### src/rtl/cnn_conv3x3_core.sv
// 3x3 convolution engine: edge-captured pixel window, fixed-kernel MAC, 8-bit saturation.
// Optional macro OUT_REG_EN adds one output register stage (latency 2 -> 3 clocks).
module cnn_conv3x3_core #(
    parameter int                     DATA_W = 8,
    parameter int                     ACC_W  = 16,
    parameter logic [9*DATA_W-1:0]    KERNEL = 72'h08_08_07_06_05_04_03_02_01
) (
    input  logic              clk,
    input  logic              rst_n,
    input  logic [DATA_W-1:0] ps_pixel,
    input  logic              ps_pixel_valid,
    output logic [DATA_W-1:0] pl_pixel_out,
    output logic              pl_pixel_valid
);

    // rst_n is active-high despite its name.
    localparam logic [ACC_W-1:0] SAT_MAX = ACC_W'((1 << DATA_W) - 1);

    logic              valid_q;
    logic              capture;
    logic [3:0]        cnt_q;
    logic [3:0]        cnt_d;
    logic              full_q;
    logic              full_d;
    logic [DATA_W-1:0] win_q  [9];
    logic [ACC_W-1:0]  prod   [9];
    logic [ACC_W-1:0]  sum_d;
    logic [ACC_W-1:0]  sum_q;
    logic              sum_vld_q;
    logic [DATA_W-1:0] sat_d;
    logic [DATA_W-1:0] out_q;
    logic              out_vld_q;

    assign capture = ps_pixel_valid & ~valid_q;

    always_comb begin
        cnt_d  = cnt_q;
        full_d = 1'b0;
        if (capture) begin
            if (cnt_q == 4'd8) begin
                cnt_d  = 4'd0;
                full_d = 1'b1;
            end else begin
                cnt_d = cnt_q + 4'd1;
            end
        end
    end

    always_ff @(posedge clk) begin
        if (rst_n) begin
            valid_q <= 1'b0;
            cnt_q   <= 4'd0;
            full_q  <= 1'b0;
        end else begin
            valid_q <= ps_pixel_valid;
            cnt_q   <= cnt_d;
            full_q  <= full_d;
        end
    end

    // Window slot gi is written only on the capture that addresses it.
    genvar gi;
    generate
        for (gi = 0; gi < 9; gi++) begin : g_win
            always_ff @(posedge clk) begin
                if (rst_n) begin
                    win_q[gi] <= '0;
                end else if (capture && (cnt_q == 4'(gi))) begin
                    win_q[gi] <= ps_pixel;
                end
            end

            assign prod[gi] = ACC_W'(win_q[gi]) * ACC_W'(KERNEL[gi*DATA_W +: DATA_W]);
        end
    endgenerate

    always_comb begin
        sum_d = '0;
        for (int i = 0; i < 9; i++) begin
            sum_d = sum_d + prod[i];
        end
    end

    assign sat_d = (sum_q > SAT_MAX) ? {DATA_W{1'b1}} : sum_q[DATA_W-1:0];

    // The sum is latched at E+1, so a new frame overwriting the window from E+2 is harmless.
    always_ff @(posedge clk) begin
        if (rst_n) begin
            sum_q     <= '0;
            sum_vld_q <= 1'b0;
            out_q     <= '0;
            out_vld_q <= 1'b0;
        end else begin
            sum_vld_q <= full_q;
            out_vld_q <= sum_vld_q;
            if (full_q) begin
                sum_q <= sum_d;
            end
            if (sum_vld_q) begin
                out_q <= sat_d;
            end
        end
    end

`ifdef OUT_REG_EN
    logic [DATA_W-1:0] out2_q;
    logic              out2_vld_q;

    always_ff @(posedge clk) begin
        if (rst_n) begin
            out2_q     <= '0;
            out2_vld_q <= 1'b0;
        end else begin
            out2_vld_q <= out_vld_q;
            if (out_vld_q) begin
                out2_q <= out_q;
            end
        end
    end

    assign pl_pixel_out   = out2_q;
    assign pl_pixel_valid = out2_vld_q;
`else
    assign pl_pixel_out   = out_q;
    assign pl_pixel_valid = out_vld_q;
`endif

endmodule

### config.mk
export PLATFORM = sky130hd
export DESIGN_NAME = cnn_conv3x3_core
export DESIGN_NICKNAME = d
export VERILOG_FILES = /design/src/rtl/cnn_conv3x3_core.sv
export SDC_FILE = /design/constraint.sdc
export NUM_CORES = 1
export LEC_CHECK = 0
export BUFFER_PORTS_ARGS = -buffer_cell sky130_fd_sc_hd__buf_2
export CAP_MARGIN = 20
export CORE_ASPECT_RATIO = 1.1
export CORE_MARGIN = 2
export CORE_UTILIZATION = 52
export CTS_CLUSTER_SIZE = 20
export DETAILED_ROUTE_END_ITERATION = 6
export PLACE_DENSITY = 0.68
export RECOVER_POWER = 25
export SLEW_MARGIN = 40
export SYNTH_ARGS = -nofsm -noshare
export SYNTH_HDL_FRONTEND = slang
export SYNTH_SLANG_ARGS = --single-unit
### constraint.sdc
create_clock -name clk -period 6.85 [get_ports clk]
set_input_delay 0.3425 -clock clk [delete_from_list [all_inputs] [get_ports clk]]
set_output_delay 0.3425 -clock clk [all_outputs]
set_load 0.02 [all_outputs]
=== Word-level counts from Yosys, hierarchy flattened ===
Memories as Yosys holds them, arrays and structs flattened.
Cells that the tools add are included.

* Register bits: 32
* RAM bits: 72
* Bits of input ports: 11
* Output and inout port bits: 9
* Logic and storage cells: 94
* Memories kept: 1

* Add/sub/neg operators: 9
* Multipliers: 4
* Order comparisons: 1
* Equal/unequal tests: 8
* Mux-type cells: 41
* Bitwise operators: 12
* Reductions and logical operators: 11

{| class="wikitable"
|+ Memories
! name !! depth !! width !! read ports !! clocked after Yosys merged registers in !! write ports !! RTL line !! RTL
|-
| win_q || 9 || 8 || 9 || 0 || 9 || 25 || <nowiki>logic [DATA_W-1:0] win_q [9];</nowiki>
|}

{| class="wikitable"
|+ Operators by type and width
! kind !! count
|-
| two-way mux 8 bit || 10
|-
| two-way mux 1 bit || 30
|-
| multiplier 8 x 3 -> 11 bit (second input constant) || 2
|-
| multiplier 8 x 2 -> 10 bit (second input constant) || 2
|-
| adder 15 x 11 -> 16 bit || 1
|-
| adder 16 x 11 -> 16 bit || 1
|-
| == test 4 x 3 -> 1 bit (second input constant) || 4
|-
| > comparator 16 x 8 -> 1 bit (second input constant) || 1
|-
| adder 14 x 11 -> 15 bit || 1
|-
| adder 13 x 11 -> 14 bit || 1
|-
| adder 12 x 11 -> 13 bit || 1
|-
| adder 11 x 10 -> 12 bit || 1
|-
| adder 10 x 10 -> 11 bit || 1
|-
| adder 8 x 9 -> 10 bit || 1
|-
| logical AND 1 bit || 9
|-
| bitwise OR 1 bit || 9
|-
| == test 4 x 2 -> 1 bit (second input constant) || 2
|-
| adder 4 x 1 -> 4 bit (second input constant) || 1
|-
| == test 4 x 1 -> 1 bit (second input constant) || 1
|-
| == test 4 bit (second input constant) || 1
|-
| logical NOT 4 bit || 1
|-
| two-way mux 4 bit || 1
|-
| inverter 1 bit || 2
|-
| OR reduction 2 bit || 1
|-
| bitwise AND 1 bit || 1
|}

=== Depth between registers and ports, before layout ===
Gate-level depths: netlist (run 1).
An unclocked memory read counts as a cell.

* Word-level depth: 9
* Gate-level depth with buffers: 25

=== Least setup slack after synthesis (run 1) ===
OpenSTA, ideal clock, no wires.

* Kind: register to register
* Start point: memory win_q[5][1]
* End point: register sum_q[12]
* Setup time: 0.095 ns
* Arrival time: 5.787 ns
* Data required time: 6.755 ns
* Path slack: 0.968 ns
* Stages on the path, launching flop included: 24
* Path buffers: 0
* Clock period less this slack: 5.882 ns
* Cell sequence: edfxtp_1 ha_1 inv_1 fa_1 nor2b_1 o21ai_1 a21boi_1 nor2_1 fa_1 inv_1 fa_1 inv_1 fa_1 fa_1 fa_1 inv_1 fa_1 inv_1 ha_1 a211oi_2 nor2_4 o21ai_2 or4b_1 o311ai_1

{| class="wikitable"
|+ RTL lines
! what !! RTL line !! RTL
|-
| start, declared || 25 ||
|-
| end signal, assigned || 97 || <nowiki>sum_q <= sum_d;</nowiki>
|-
| end, declared || 28 || <nowiki>logic [ACC_W-1:0] sum_q;</nowiki>
|}

==> run metrics, run 1 <==
maxcap violations=1; Fin Setup TNS=0 ps; worst r2r dst=sum_q[12]; final net count=809; global-route wire length before repair=between 20 and 25 mm; die footprint=roughly 0.015 mm^2; Peak VDD IR=0.478 mV; core region area=0.0137 mm^2; Hold Path End=valid_q; Max Slew Vio Count=52; vias per cell=5.13; outcome=complete, but fails checks; H-tree level count=3; EDFF count, synth=roughly 70; crit end category=register; top cells by count, synth=inv_1, fa_1, and2_1, edfxtp_1, ha_1; Multi-input gate area=~0.0040 mm^2; aggregate global-route resource usage=roughly 20%; RSZ-0062 raised after global routing=false; Final setup viols=0; data arrival time of the worst path=between 6000 and 7000 ps; final hold vios=0; crit path kind=reg2reg; area share of the largest cell type after synthesis=about 30%; Avg Inst Size Synth=around 11 um^2; Antenna Cells=0; starting density of the core=between 50% and 60%; synthesized flop and latch total=roughly 100; Hold Startpoint=ps_pixel_valid; top_reg_cell synth=edfxtp_1; drt initial violations=between 150 and 200; CTS sink cnt=roughly 100; synthesized cell area=about 0.0073 mm^2; Post-CTS Setup Repair Bufs=0; asr flop ratio synth=0%; num ports=20; TritonCTS clock tree=yes; PortBufs=19; Slew @ Worst Pin=2100 ps; final instance area=between 0.007 and 0.008 mm^2; Worst-Skew Late Latency=roughly 360 ps; placed wire-length estimate=10.9 mm; TritonCTS Buffers=9; number of global-route vias before repair=~4500; PwrDens=391 mW/mm^2; final RePlAce weighted congestion=between 0.8 and 0.9; CP max FO=5; Antenna Violating Nets Remaining=0; failing checks=max-capacitance violations, max-slew violations; final cycle utilization of the critical path=~92%; Hold Crit Depth=2; Overflow after GRT=0; initial antenna violation count=0; top-count cell post-synth=inv_1; Routed WL=13.9 mm; syn nets=791; Mapped Cells=638; DR WL/cell=16.4 um; Worst setup SP type=register; Worst Path Required=~7100 ps; via count=around 4400; clock root buffer=clkbuf_16; clock slew seen by the registers of the worst setup and hold paths=about 80 ps; hold buffers post-CTS=0; DRC viols=0; largest net degree at the start of global routing=between 50 and 60; synth top area cells=edfxtp_1, fa_1, ha_1; layout cell share with drive strength beyond 1=roughly 6.4%; Placed Area=approximately 0.0076 mm^2; post-synth top area cell=edfxtp_1; synth warn=0; die width=117 um; Worst Skew=roughly 5.6 ps; R2R Setup Slk=between 500 and 600 ps; total power=about 3.1 mW; Tmin final=6310 ps; reg2reg start=win_q[5][1]; Lkg Pwr=roughly 3.4 nW; sequential area share after synthesis=38.1%; clk buf depth=2; fillcell total=around 1200; Post-CTS Resized=0; fmax=159 MHz; Std-Cell Rows=between 40 and 50; Yosys cell types=between 50 and 60; worst r2r path cells=23; Hold Path Class=in2reg; Layout area overhead=7.77%; Max-slew headroom=-39.8%; DRT Pass-1 Iters=4; register area=about 0.0028 mm^2; chip height=128 um
-- per-layer routing --
layer	GRT usage, %	vias to the layer above	routed length, um	share of wire (%)
li1	-	2092	-	-
met1	26.8	2202	6000	43
met2	35.3	49	7300	53
met3	2.51	14	371	2.7
met4	6.64	0	225	1.6
met5	0	-	0	0
-- cell usage in the layout, fill, tap and decap left out, types with 2 or more instances in the layout --
master     count
xnor2_1        5
clkbuf_16      9
inv_8          3
o21ai_1        6
nand4_1        3
ha_1          55
inv_6          4
inv_1        123
buf_2          9
nand3_1        8
nand2_1       18
clkbuf_1      10
or4b_1         3
fa_1          87
edfxtp_1      72
dfxtp_1       30
nor2b_1        4
and2_1        72
nor2_2         5
a211oi_1       4
xor2_1         3
a211oi_2       2
nor3_1        11
mux2i_1        8
nor4_1         2
nor3b_1        4
o211ai_1       3
o21ai_0        2
nand2b_1       2
a31oi_1        3
a21oi_1       10
nor4bb_1       2
o21bai_2       3
a31o_1         3
nor2_1        51
-- flip-flops by register name, summed over array words and instances (netlist names) --
register,count
pl_pixel_out,8
cnt_q,4
full_q,1
sum_q,15
pl_pixel_valid,1
sum_vld_q,1
valid_q,1
win_q,72
-- kinds of logic (layout without fill, tap and decap cells) --
family	after synthesis	after routing	share of synthesized area, %
and+or+nand+nor	193	193	14.6
AOI/OAI and AO/OA	49	49	4.75
xor gates and xnor gates	8	8	0.961
buffers and inverters	135	158	7.12
adders and majority gates	142	142	33.3
muxes	8	8	1.10
DFF	103	103	38.1
-- metrics by stage --
| stage | util (%) | hold WS, ps | instances | setup slack (ps) |
|---|---|---|---|---|
| after floorplan | - | 437 | 638 | 968 |
| after global placement | 55.1 | 464 | 833 | 689 |
| after detailed placement | 55.1 | 467 | 833 | 568 |
| after CTS | 57.3 | 214 | 849 | 527 |
| after global routing | 57.2 | 236 | 849 | 264 |
| final | 57.2 | 218 | 849 | 542 |
-- critical path: stages (launching register included) --
cell and delay (ps):
edfxtp_1 400, ha_1 200, inv_1 60, fa_1 390
nor2b_1 130, o21ai_1 80, a21boi_1 300, nor2_1 110
fa_1 490, inv_1 50, fa_1 490, inv_1 50
fa_1 460, fa_1 510, fa_1 570, inv_1 60
fa_1 490, inv_1 40, ha_1 360, a211oi_2 120
nor2_4 160, o21ai_2 90, or4b_1 470, o311ai_1 100
-- area by class of cell --
type / count / share of cell area [%]
Timing Repair Buffer: 19 / 1.05
Clock inverter: 7 / 0.875
Multi-Input combinational cell: 400 / 50.9
Sequential cell: 103 / 35.4
Clock buffer: 9 / 2.86
Inverter: 123 / 5.87
Tap cell: 188 / 2.99
-- how the worst max path moves through the flow --
| stage | depth (start not counted) | start | to | slack [ps] |
|---|---|---|---|---|
| after global placement | 23 | win_q[5][1] | sum_q[12] | 690 |
| after global routing | 23 | win_q[5][1] | sum_q[12] | 260 |
| after detailed placement | 23 | win_q[5][1] | sum_q[12] | 570 |
| final | 23 | win_q[5][1] | sum_q[12] | 540 |
| after floorplan | 23 | win_q[5][1] | sum_q[12] | 970 |
| after CTS | 23 | win_q[5][1] | sum_q[12] | 530 |
-- power by group --
| part | switching [mW] | leakage (nW) | internal [mW] |
|---|---|---|---|
| clock network | 0.260 | 0.147 | 0.260 |
| registers | 0.0147 | 0.998 | 0.686 |
| logic | 1.10 | 2.30 | 0.752 |
Power figures use the tool's default switching activity.
==> run 2: changes to the inputs <==
--- a/config.mk
+++ b/config.mk
@@ -9,10 +9,10 @@
 export CAP_MARGIN = 20
 export CORE_ASPECT_RATIO = 1.1
 export CORE_MARGIN = 2
-export CORE_UTILIZATION = 52
+export CORE_UTILIZATION = 60
 export CTS_CLUSTER_SIZE = 20
 export DETAILED_ROUTE_END_ITERATION = 6
-export PLACE_DENSITY = 0.68
+export PLACE_DENSITY = 0.77
 export RECOVER_POWER = 25
 export SLEW_MARGIN = 40
 export SYNTH_ARGS = -nofsm -noshare
==> constraint.sdc (replaced) <==
create_clock -name clk -period 6.85 [get_ports clk]
set_input_delay 1.37 -clock clk [delete_from_list [all_inputs] [get_ports clk]]
set_output_delay 1.37 -clock clk [all_outputs]
set_load 0.02 [all_outputs]
==> run 2 against run 1 <==
Net effect: largest cell class unchanged; critical path depth did not move; the run still ends with max-capacitance violations, max-slew violations left; via count rose by 1.4%; final area fell by 0.32%; clock power rose by 2%.
==> run metrics, run 2 (synthesis results as in run 1) <==
core region area=0.0119 mm^2 (-13%); PortBufs=19 (unchanged); final net count=809 (unchanged); DR WL/cell=16.8 um (+2.4%); Max Slew Vio Count=52 (unchanged); CTS sink cnt=103 (unchanged); placed cell count=799 (-4.1%); Antenna Cells=0 (unchanged); RSZ-0062 raised after global routing=false; TritonCTS clock tree=yes; starting density of the core=61.1% (+8.1 points); crit path kind=reg2reg; chip height=120 um (-6.7%); commonest non-fill, non-tap cell in the layout=inv_1; number of global-route vias before repair=4724 (+3.9%); data arrival time of the worst path=6550 ps (about the same); worst r2r path cells=23 (unchanged); clock slew seen by the registers of the worst setup and hold paths=80 ps (about the same); Post-CTS Setup Repair Bufs=0 (unchanged); Worst Path Required=7100 ps (about the same); Flop pwr share=22.7% (about the same); crit end category=register; Slew @ Worst Pin=2130 ps (+28.3 ps); CP max FO=5 (unchanged); final RePlAce weighted congestion=0.862 (+3.5%); DRT Pass-1 Iters=4 (unchanged); Overflow after GRT=0 (unchanged); Post-CTS Resized=0 (unchanged); Max-slew headroom=-41.7% (-1.9 points); outcome=complete, but fails checks; final cycle utilization of the critical path=92.0% (-0.11 points); worst r2r dst=sum_q[12]; Top reg by flops=win_q; die footprint=0.0131 mm^2 (-13%); clk buf depth=2 (unchanged); max reg flops=72 (unchanged); TritonCTS Buffers=9 (unchanged); Internal=1.72 mW (+1.2%); Layout area overhead=7.43%; logic gate share of total power=60.1% (about the same); Worst setup SP type=register; hold buffers post-CTS=0 (unchanged); fmax=159 MHz (+0.12%); Lkg Pwr=3.47 nW (+0.79%); Fin Setup TNS=0 ps (unchanged); Worst Skew=13.5 ps (+7.90 ps); crit path from=win_q[5][1]; Clk pwr share=17.2% (+0.3 points); largest net degree at the start of global routing=52 (unchanged); worst hold slack=478 ps (+260 ps); die width=109 um (-6.7%); total power=3.09 mW (+0.58%); failing checks=max-capacitance violations, max-slew violations; Final setup viols=0 (unchanged); reg2reg start=win_q[5][1]; aggregate global-route resource usage=23.6% (+3.2 points); clock root buffer=clkbuf_16; final hold vios=0 (unchanged); Critical Path Sink=sum_q[12]; maxcap violations=1 (unchanged); H-tree level count=3 (unchanged); Std-Cell Rows=42 (-6.7%); num ports=20 (unchanged); final instance area=0.00784 mm^2 (-0.32%); drt initial violations=194 (+1.6%); global-route wire length before repair=22.8 mm (+0.33%); initial antenna violation count=0 (unchanged); placed wire-length estimate=10.7 mm (-1.6%); commonest cells after routing, fill and taps aside=inv_1, fa_1, and2_1, edfxtp_1, ha_1; Tmin final=6300 ps (-7.26 ps); Routed WL=13.7 mm (-1.7%); Sw Ratio=44.4% (-0.33 points); non-filler cells, final=815 (-4.0%); Placed Area=0.00753 mm^2 (-0.56%); Worst-Skew Late Latency=370 ps (about the same); R2R Setup Slk=550 ps (about the same); Peak VDD IR=0.473 mV (-0.99%); via count=4420 (+1.4%); Antenna Violating Nets Remaining=0 (unchanged); layout cell share with drive strength beyond 1=6.96% (+0.61 points); DRC viols=0 (unchanged); switching power=1.37 mW (-0.16%); PwrDens=394 mW/mm^2 (+0.90%); Hold Crit Depth=2 (unchanged); vias per cell=5.42 (+5.7%); Hold Path Class=reg2reg
run 2: area by class of cell:
cell class | count | area (um^2)
clock buffers | 10 | 250
well taps | 154 | 193
clock inverters | 6 | 55.1
multi-input cells | 400 | 4000
fillers | 944 | 4090
inverters | 123 | 462
repair buffers | 19 | 88.8
flip-flops and latches | 103 | 2780
run 2: power groups by stage:
stage	Combinational, mW	Sequential [mW]	Clock, mW
after floorplan	1.49	0.711	0
after global placement	1.81	0.714	0
after detailed placement	1.87	0.715	0
after CTS	1.88	0.701	0.536
after global routing	2.10	0.704	0.561
final	1.86	0.701	0.532
run 2: how the worst min path moves through the flow:
stage                          from  slack [ps]              end
finish              pl_pixel_out[3]         480  pl_pixel_out[3]
global route        pl_pixel_out[4]         510  pl_pixel_out[4]
CTS                 pl_pixel_out[3]         480  pl_pixel_out[3]
detailed placement  pl_pixel_out[3]         460  pl_pixel_out[3]
global placement    pl_pixel_out[7]         460  pl_pixel_out[7]
floorplan                  sum_q[1]         460         sum_q[1]
run 2: layer usage:
metal / routed length (um) / track usage (%)
met3: 370 / 3.42
met5: 0 / 0
met2: 7160 / 39.7
met1: 5790 / 30.4
met4: 342 / 9.94
run 2: stage by stage:
step | utilization [%] | setup WS [ps]
final | 65.7 | 549
after global routing | 65.7 | 238
after CTS | 65.7 | 592
after detailed placement | 63.1 | 630
after global placement | 63.1 | 706
after floorplan | - | 968
run 2: worst max-delay path, stage by stage (launching register included):
cell	delay, ps
edfxtp_1	380
ha_1	180
inv_1	50
fa_1	390
nor2b_1	130
o21ai_1	80
a21boi_1	310
nor2_1	110
fa_1	490
inv_1	50
fa_1	500
inv_1	50
fa_1	460
fa_1	520
fa_1	580
inv_1	60
fa_1	490
inv_1	40
ha_1	370
a211oi_2	110
nor2_4	150
o21ai_2	90
or4b_1	470
o311ai_1	100
